==> config.mk <==
export PLATFORM = sky130hd
export DESIGN_NAME = traffic_controller_timed
export DESIGN_NICKNAME = d
export VERILOG_FILES = /design/src/rtl/traffic_controller_timed.sv
export SDC_FILE = /design/constraint.sdc
export NUM_CORES = 1
export LEC_CHECK = 0
export CORE_ASPECT_RATIO = 0.9
export CORE_MARGIN = 8
export CORE_UTILIZATION = 42
export CTS_BUF_LIST = sky130_fd_sc_hd__clkbuf_4 sky130_fd_sc_hd__clkbuf_8 sky130_fd_sc_hd__clkbuf_16
export DETAILED_ROUTE_END_ITERATION = 16
export DONT_BUFFER_PORTS = 1
export GPL_TIMING_DRIVEN = 0
export PLACE_DENSITY = 0.61
export SYNTH_ARGS = -nofsm -noshare
export SYNTH_HDL_FRONTEND = slang
export SYNTH_SLANG_ARGS = --single-unit
==> constraint.sdc <==
create_clock -name clk -period 2.02 [get_ports clk]
set_input_delay 0.404 -clock clk [delete_from_list [all_inputs] [get_ports clk]]
set_output_delay 0.404 -clock clk [all_outputs]
set_load 0.01 [all_outputs]
==> src/rtl/traffic_controller_timed.sv <==
// Purpose : farm/highway four-phase traffic light controller, single clock with tick prescaler.
// Latency : vehicle_in -> req after 3 clk edges; state changes on the clk edge ending a tick cycle.
// Backpr. : none; free-running, with no handshake on any input or output.
//
// Ports:
//   clk           system clock
//   reset         asynchronous, active-high
//   vehicle_in    raw farm-road sensor (asynchronous to clk)
//   highway_light one-hot {R,Y,G} for the highway
//   farm_light    one-hot {R,Y,G} for the farm road
//   state_code    0=HG 1=HY 2=FG 3=FY
//   state7seg     active-low segments {g..a} showing state_code
//   tick          one-clk phase-tick strobe
//   enable        seven-segment digit enable (active-low, tied on)
module traffic_controller_timed #(
    parameter int TICK_DIV = 100000000,
    parameter int HG_MIN   = 3,
    parameter int Y_TICKS  = 1,
    parameter int FG_MIN   = 1,
    parameter int FG_MAX   = 4
) (
    input  logic       clk,
    input  logic       reset,
    input  logic       vehicle_in,
    output logic [2:0] highway_light,
    output logic [2:0] farm_light,
    output logic [1:0] state_code,
    output logic [6:0] state7seg,
    output logic       tick,
    output logic       enable
);

    // ------------------------------------------------------------------
    // Sizing
    // ------------------------------------------------------------------
    localparam int PW     = (TICK_DIV > 1) ? $clog2(TICK_DIV) : 1;
    localparam int MAX_AB = (HG_MIN > Y_TICKS) ? HG_MIN : Y_TICKS;
    localparam int MAX_CD = (FG_MIN > FG_MAX) ? FG_MIN : FG_MAX;
    localparam int MAXP   = (MAX_AB > MAX_CD) ? MAX_AB : MAX_CD;
    localparam int CW     = (MAXP > 1) ? $clog2(MAXP + 1) : 1;
    // elapsed needs one extra bit so phase_cnt at saturation + 1 cannot wrap
    localparam int EW     = CW + 1;

    localparam logic [PW-1:0] PRE_LAST  = PW'(TICK_DIV - 1);
    localparam logic [EW-1:0] HG_MIN_C  = EW'(HG_MIN);
    localparam logic [EW-1:0] Y_TICKS_C = EW'(Y_TICKS);
    localparam logic [EW-1:0] FG_MIN_C  = EW'(FG_MIN);
    localparam logic [EW-1:0] FG_MAX_C  = EW'(FG_MAX);

    typedef enum logic [1:0] {
        S_HG = 2'd0,
        S_HY = 2'd1,
        S_FG = 2'd2,
        S_FY = 2'd3
    } state_t;

    state_t        state;
    state_t        state_next;
    logic [PW-1:0] pre_cnt;
    logic [CW-1:0] phase_cnt;
    logic [EW-1:0] elapsed;
    logic          phase_exit;
    logic          sync1;
    logic          veh_s;
    logic          veh_d;
    logic          veh_rise;
    logic          req;
    logic          demand;
    logic          enter_fg;

    // ------------------------------------------------------------------
    // Tick prescaler: counts 0..TICK_DIV-1, strobe on the last count
    // ------------------------------------------------------------------
    always_ff @(posedge clk or posedge reset) begin
        if (reset) begin
            pre_cnt <= '0;
        end else if (pre_cnt == PRE_LAST) begin
            pre_cnt <= '0;
        end else begin
            pre_cnt <= pre_cnt + PW'(1);
        end
    end

    // Gated by reset so a TICK_DIV=1 build still shows tick=0 while held in reset.
    assign tick = (pre_cnt == PRE_LAST) && !reset;

    // ------------------------------------------------------------------
    // Vehicle sensor: two-flop synchroniser plus one flop for edge detect
    // ------------------------------------------------------------------
    always_ff @(posedge clk or posedge reset) begin
        if (reset) begin
            sync1 <= 1'b0;
            veh_s <= 1'b0;
            veh_d <= 1'b0;
        end else begin
            sync1 <= vehicle_in;
            veh_s <= sync1;
            veh_d <= veh_s;
        end
    end

    assign veh_rise = veh_s && !veh_d;

    // ------------------------------------------------------------------
    // Demand latch. A rise seen while already in FG is being served by the
    // green in progress, so it is not latched. Entering FG clears the latch
    // and takes priority over a rise in the same cycle.
    // ------------------------------------------------------------------
    assign enter_fg = (state_next == S_FG) && (state != S_FG);

    always_ff @(posedge clk or posedge reset) begin
        if (reset) begin
            req <= 1'b0;
        end else if (enter_fg) begin
            req <= 1'b0;
        end else if (veh_rise && (state != S_FG)) begin
            req <= 1'b1;
        end
    end

    assign demand = req || veh_s;

    // ------------------------------------------------------------------
    // Phase FSM
    // ------------------------------------------------------------------
    assign elapsed = {1'b0, phase_cnt} + EW'(1);

    always_comb begin
        state_next = state;
        phase_exit = 1'b0;
        if (tick) begin
            unique case (state)
                S_HG: phase_exit = (elapsed >= HG_MIN_C) && demand;
                S_HY: phase_exit = (elapsed == Y_TICKS_C);
                S_FG: phase_exit = ((elapsed >= FG_MIN_C) && !veh_s) ||
                                   (elapsed == FG_MAX_C);
                S_FY: phase_exit = (elapsed == Y_TICKS_C);
                default: phase_exit = 1'b0;
            endcase
        end
        if (phase_exit) begin
            unique case (state)
                S_HG:    state_next = S_HY;
                S_HY:    state_next = S_FG;
                S_FG:    state_next = S_FY;
                S_FY:    state_next = S_HG;
                default: state_next = S_HG;
            endcase
        end
    end

    always_ff @(posedge clk or posedge reset) begin
        if (reset) begin
            state <= S_HG;
        end else begin
            state <= state_next;
        end
    end

    // Counts ticks spent in the current phase; saturates so a long HG
    // with no demand cannot wrap back below HG_MIN.
    always_ff @(posedge clk or posedge reset) begin
        if (reset) begin
            phase_cnt <= '0;
        end else if (tick) begin
            if (phase_exit) begin
                phase_cnt <= '0;
            end else if (phase_cnt != '1) begin
                phase_cnt <= phase_cnt + CW'(1);
            end
        end
    end

    // ------------------------------------------------------------------
    // Moore outputs, decoded from the state register only
    // ------------------------------------------------------------------
    always_comb begin
        highway_light = 3'b001;
        farm_light    = 3'b100;
        state7seg     = 7'b1000000;
        unique case (state)
            S_HG: begin
                highway_light = 3'b001;
                farm_light    = 3'b100;
                state7seg     = 7'b1000000;
            end
            S_HY: begin
                highway_light = 3'b010;
                farm_light    = 3'b100;
                state7seg     = 7'b1111001;
            end
            S_FG: begin
                highway_light = 3'b100;
                farm_light    = 3'b001;
                state7seg     = 7'b0100100;
            end
            S_FY: begin
                highway_light = 3'b100;
                farm_light    = 3'b010;
                state7seg     = 7'b0110000;
            end
            default: begin
                highway_light = 3'b001;
                farm_light    = 3'b100;
                state7seg     = 7'b1000000;
            end
        endcase
    end

    assign state_code = state;
    assign enable     = 1'b0;

endmodule

After elaboration in Yosys (flattened, before gate mapping)
Index checks and enable logic that the tools add are counted.
- magnitude comparators: 2
- multiplexer cells: 12
- equal/unequal tests: 9
- reductions and logical operators: 18
- $add $sub $neg: 3
- operator list (kind ; number):
    $pmux W7 S4 ; 1
    $add A27 B1 Y27 const B ; 1
    $eq A27 B27 Y1 const B ; 1
    $mux W27 ; 1
    $pmux W3 S3 ; 2
    $pmux W2 S4 ; 1
    $eq A2 B2 Y1 const B ; 3
    $logic_and A1 B1 Y1 ; 6
    $mux W3 ; 2
    $reduce_or A2 Y1 ; 3
    $add A3 B1 Y4 const B ; 1
    $eq A4 B1 Y1 const B ; 1
    $eq A4 B3 Y1 const B ; 1
    $ge A4 B1 Y1 const B ; 1
    $ge A4 B2 Y1 const B ; 1
    $reduce_bool A2 Y1 ; 2
    $add A3 B1 Y3 const B ; 1
    $logic_not A1 Y1 ; 3
    $mux W1 ; 3
    $ne A3 B3 Y1 const B ; 1
    $pmux W1 S3 ; 1
    $eq A2 B1 Y1 const B ; 1
    $logic_not A2 Y1 ; 1
    $logic_or A1 B1 Y1 ; 2
    other kinds (3) ; 3
- word-level logic and storage cells: 51
- flip-flop bits (word level): 36

Depth between registers and ports, before layout
- depth in word-level cells: 10
- gate-level depth with buffers: 7

Least setup slack after synthesis
OpenSTA, ideal clock, no wires.
- path kind: register to register
- from: register pre_cnt[0]
- to: register phase_cnt[0]
- library setup time: 0.125 ns
- arrival: 2.068 ns
- setup slack: -0.172 ns
- buffers on the path: 1
- stages on the path, launching flop included: 8
- cells stage by stage: dfrtp_1 > ha_1 > and4_1 > buf_4 > nand4_4 > or4_4 > a211o_1 > mux2_2
- cells in the longest elaborated chain, start to end: 5
- elaborated cells on any way between the ends: 6
- classes of those cells: 1 x eq/ne; 2 x mux; 3 x reduce/logical
- ends and longest elaborated chain (what ; RTL line ; source):
    start, declared ; 59 ; logic [PW-1:0] pre_cnt;
    start signal, assigned ; 80 ; pre_cnt <= pre_cnt + PW'(1);
    $eq A27 B27 Y1 (*) ; 85 ; assign tick = (pre_cnt == PRE_LAST) && !reset;
    $logic_and A1 B1 Y1 (*) ; 85 ;
    $mux W1 ; 131 ; if (tick) begin
    $reduce_bool A2 Y1 (no source line) ; -- ;
    $reduce_and A2 Y1 (no source line) ; -- ;
    end signal, assigned ; 169 ; phase_cnt <= phase_cnt + CW'(1);
    end, declared ; 60 ; logic [CW-1:0] phase_cnt;
Every way passes the cells marked *; elsewhere a longest branch is shown, timed or not.
A chain may end at the register's enable or synchronous reset.

Worst setup path in the final report
- from: register pre_cnt[1]
- to: register phase_cnt[0]
Same word-level chain as after synthesis.

==> results.toml <==
[timing]
max_slew_margin_pct = 45.5
worstMarginPinSlew_ns = 0.815
finalClockSkew_ns = 0.00445
period_minus_slack_ns = 2.13
fin_ws_ns = -0.111
rsz0062_at_grt = "true"
whs_ns = 0.131
tns_ns = -0.231
drv_slew = 0
setup_viol = 4
finalCritPeriodShare_pct = 106
max_clock_freq_mhz = 469
finalHoldViolCount = 0

[critical_path]
cp_slowest_cell = "or4_4"
reg2reg_depth = 7
crit_path_end_kind = "register"
slowest_delay_ns = 0.49
path_cells = "ha_2, and4_1, buf_6, nand4_4, or4_4, a211o_1, mux2_2"
arrival_ns = 2.31
crit_buf_inv = 1
cp-start-kind = "register"
crit_fanout = 4
critPathTopFamily = "simple AND/OR/NAND/NOR gates"
worstPathRequired_ns = 2.20
cp.depth = 7
path_class = "register to register"

[power_and_ir_drop]
combPwrFrac_pct = 2.3
leakagePower_nw = 1.02
totalPowerFinal_w = 0.00140
p_sw_w = 0.000284
p_sw_share_pct = 20.3
pwr-share-seq_pct = 52.0
powerDensity_nw_per_um2 = 593
cell_internal_pwr_w = 0.00111
p_clk_share_pct = 45.7
ir_worst_vdd_mv = 0.341

[layout]
syn_to_final_growth_pct = 20.2
final_util_pct = 52.8
n_antenna_cell = 0
fillers = 394
seq_area_um2 = 905
multi_input_area_um2 = 1060
finish.instance_area_um2 = 2360
final_cell_mix = "dfrtp_1, nor2_1, buf_4"
drive_above_1_share_pct = 25.3
nets = 229
final_common_cell = "dfrtp_1"

[place]
portBuffers = 0
place_area_um2 = 2080
gp_congestion = 0.815
place_hpwl_um = 2890

[outcome]
violations = "negative setup slack"
status = "finished with violations"

[floorplanning]
die_w_um = 88.0
rows = 23
die_area_um2 = 7110
start_util_pct = 44.0
core_um2 = 4460
chipHeight_um = 80.8
io_pins = 20

[global_route]
track_usage_pct = 12.2
grt_max_degree = 38
grt_pass1_vias = 1428
antenna_found_initial = 0
gr-total-overflow = 0
use_met2_pct = 20.9
met1_usage_pct = 14.2
grt_pass1_wl_um = 6840
met3_usage_pct = 4.33
top_usage_layer = "met2"

[clocking]
cts_tree = "yes"
clock-root-buffer = "clkbuf_8"
cts.path.max_buffers = 2
htreeDepth = 2
cts_buffers = 5
clkSinkCount = 36
clk_latency_ns = 0.29
cts.clk_slew.worst_paths_ns = 0.07

[routing]
via_count = 1485
drc_errors = 0
postRouteAntennaNets = 0
first_iter_violations = 80
wire_per_inst_um = 15.3
wirelength_um = 4270
dr.pass1.iters = 4
vias_per_cell = 5.32

[synth]
syn_inst = 197
synth_area_um2 = 1960
yosys_register_bits = 36
avgSynthCellArea_um2 = 9.95
synth.distinct_cells = 40
ys_warn_count = 0
seq_area_frac_synth_pct = 45.9

[worst_hold_path]
holdCritPathClass = "input port to async pin"

[job]
maxCapViolCount = 0
-- Yosys cell counts --
| library cell | number | share of area, % |
|---|---|---|
| a31o_2 | 1 | 0.45 |
| mux2_2 | 2 | 1.1 |
| nor4b_1 | 1 | 0.45 |
| xor2_1 | 8 | 3.6 |
| dfrtp_1 | 36 | 46 |
| and4_1 | 5 | 2.2 |
| ha_1 | 10 | 6.4 |
| or3_1 | 1 | 0.32 |
| buf_2 | 1 | 0.26 |
| nand3b_1 | 1 | 0.38 |
| xnor2_1 | 16 | 7.1 |
| a311oi_1 | 1 | 0.45 |
| o21ai_0 | 1 | 0.26 |
| clkbuf_1 | 2 | 0.38 |
| nand2_1 | 10 | 1.9 |
| buf_4 | 6 | 2.3 |
| nor4b_2 | 1 | 0.77 |
| nor4bb_1 | 1 | 0.51 |
| a21oi_1 | 1 | 0.26 |
| a311o_1 | 1 | 0.51 |
| or4_1 | 1 | 0.38 |
| a211oi_1 | 1 | 0.38 |
| and3_1 | 2 | 0.64 |
| inv_1 | 13 | 2.5 |
| o21a_1 | 1 | 0.38 |
| and2_1 | 1 | 0.32 |
| nor2b_1 | 1 | 0.32 |
| a22o_1 | 2 | 0.89 |
| nor2_1 | 26 | 5.0 |
| nor3_1 | 9 | 2.3 |
| or4_4 | 1 | 0.57 |
| a41oi_1 | 1 | 0.45 |
| nor4_1 | 6 | 1.9 |
| conb_1 | 1 | 0.19 |
| mux2i_1 | 1 | 0.51 |
| nand4_4 | 1 | 1.1 |
| nand4_1 | 6 | 1.9 |
| or2_2 | 2 | 0.64 |
| a211o_1 | 1 | 0.45 |
| nand3_1 | 14 | 3.6 |
-- per-stage QoR --
stage / instances / setup WS (ns)
2_1_floorplan: 198 / -0.00835
3_3_place_gp: 260 / -0.251
3_5_place_dp: 260 / -0.242
4_1_cts: 278 / -0.0736
5_1_grt: 279 / -0.186
6_report: 279 / -0.111
-- power groups by stage --
stage                     clock, W  sequential [W]  combinational [W]
after floorplan                  0        0.000741          0.0000229
after global placement           0        0.000741          0.0000275
after detailed placement         0        0.000742          0.0000292
after CTS                 0.000657        0.000727          0.0000317
after global routing      0.000687        0.000727          0.0000360
final                     0.000639        0.000727          0.0000318
-- state kept, by name, indices dropped and copies added (netlist names) --
register    count
veh_s           1
state_code      2
req             1
veh_d           1
pre_cnt        27
phase_cnt       3
sync1           1
-- cell families after synthesis --
| group | Yosys count | share of synthesized area [%] |
|---|---|---|
| AO/OA/AOI/OAI | 11 | 4.47 |
| XOR/XNOR | 24 | 10.7 |
| adder cells (fa/ha/maj) | 10 | 6.38 |
| buffers and inverters | 22 | 5.42 |
| flip-flops | 36 | 45.9 |
| multiplexers | 3 | 1.66 |
| other | 1 | 0.191 |
| AND/OR/NAND/NOR | 90 | 25.2 |
-- area by class of cell --
cell class                      count  share of cell area, %
Tap cell                           62                   3.29
Buffer                              8                   2.50
Clock inverter                      2                   1.49
Inverter                           13                   2.23
Sequential cell                    36                   38.4
Clock buffer                        6                   3.24
Timing Repair Buffer               12                   3.82
Multi-Input combinational cell    140                   45.0
-- per-layer routing --
layer | vias to the layer above | wire [um]
li1 | 719 | -
met4 | 0 | 26
met1 | 738 | 1870
met2 | 24 | 2240
met5 | - | 0
met3 | 4 | 136
-- final timing paths --
check / slack [ns] / to / from
max in group asynchronous: 1.40 / state_code[1]$_DFF_PP0_ / reset
max reg2reg: -0.11 / phase_cnt[0]$_DFFE_PP0P_ / pre_cnt[1]$_DFF_PP0_
max: -0.11 / phase_cnt[0]$_DFFE_PP0P_ / pre_cnt[1]$_DFF_PP0_
min reg2reg: 0.36 / veh_s$_DFF_PP0_ / sync1$_DFF_PP0_
min: 0.13 / phase_cnt[2]$_DFFE_PP0P_ / reset
min in group clk: 0.14 / sync1$_DFF_PP0_ / vehicle_in
-- timing repair --
action                                  4_1_cts  5_1_grt
hold buffers                                  0        0
endpoints found under the setup margin       18       11
pin swaps                                     4        0
buffers inserted                             11        1
hold endpoints to repair                      0        0
gates resized for setup                      13        7
Note: power is estimated with default switching activity, not from simulation.
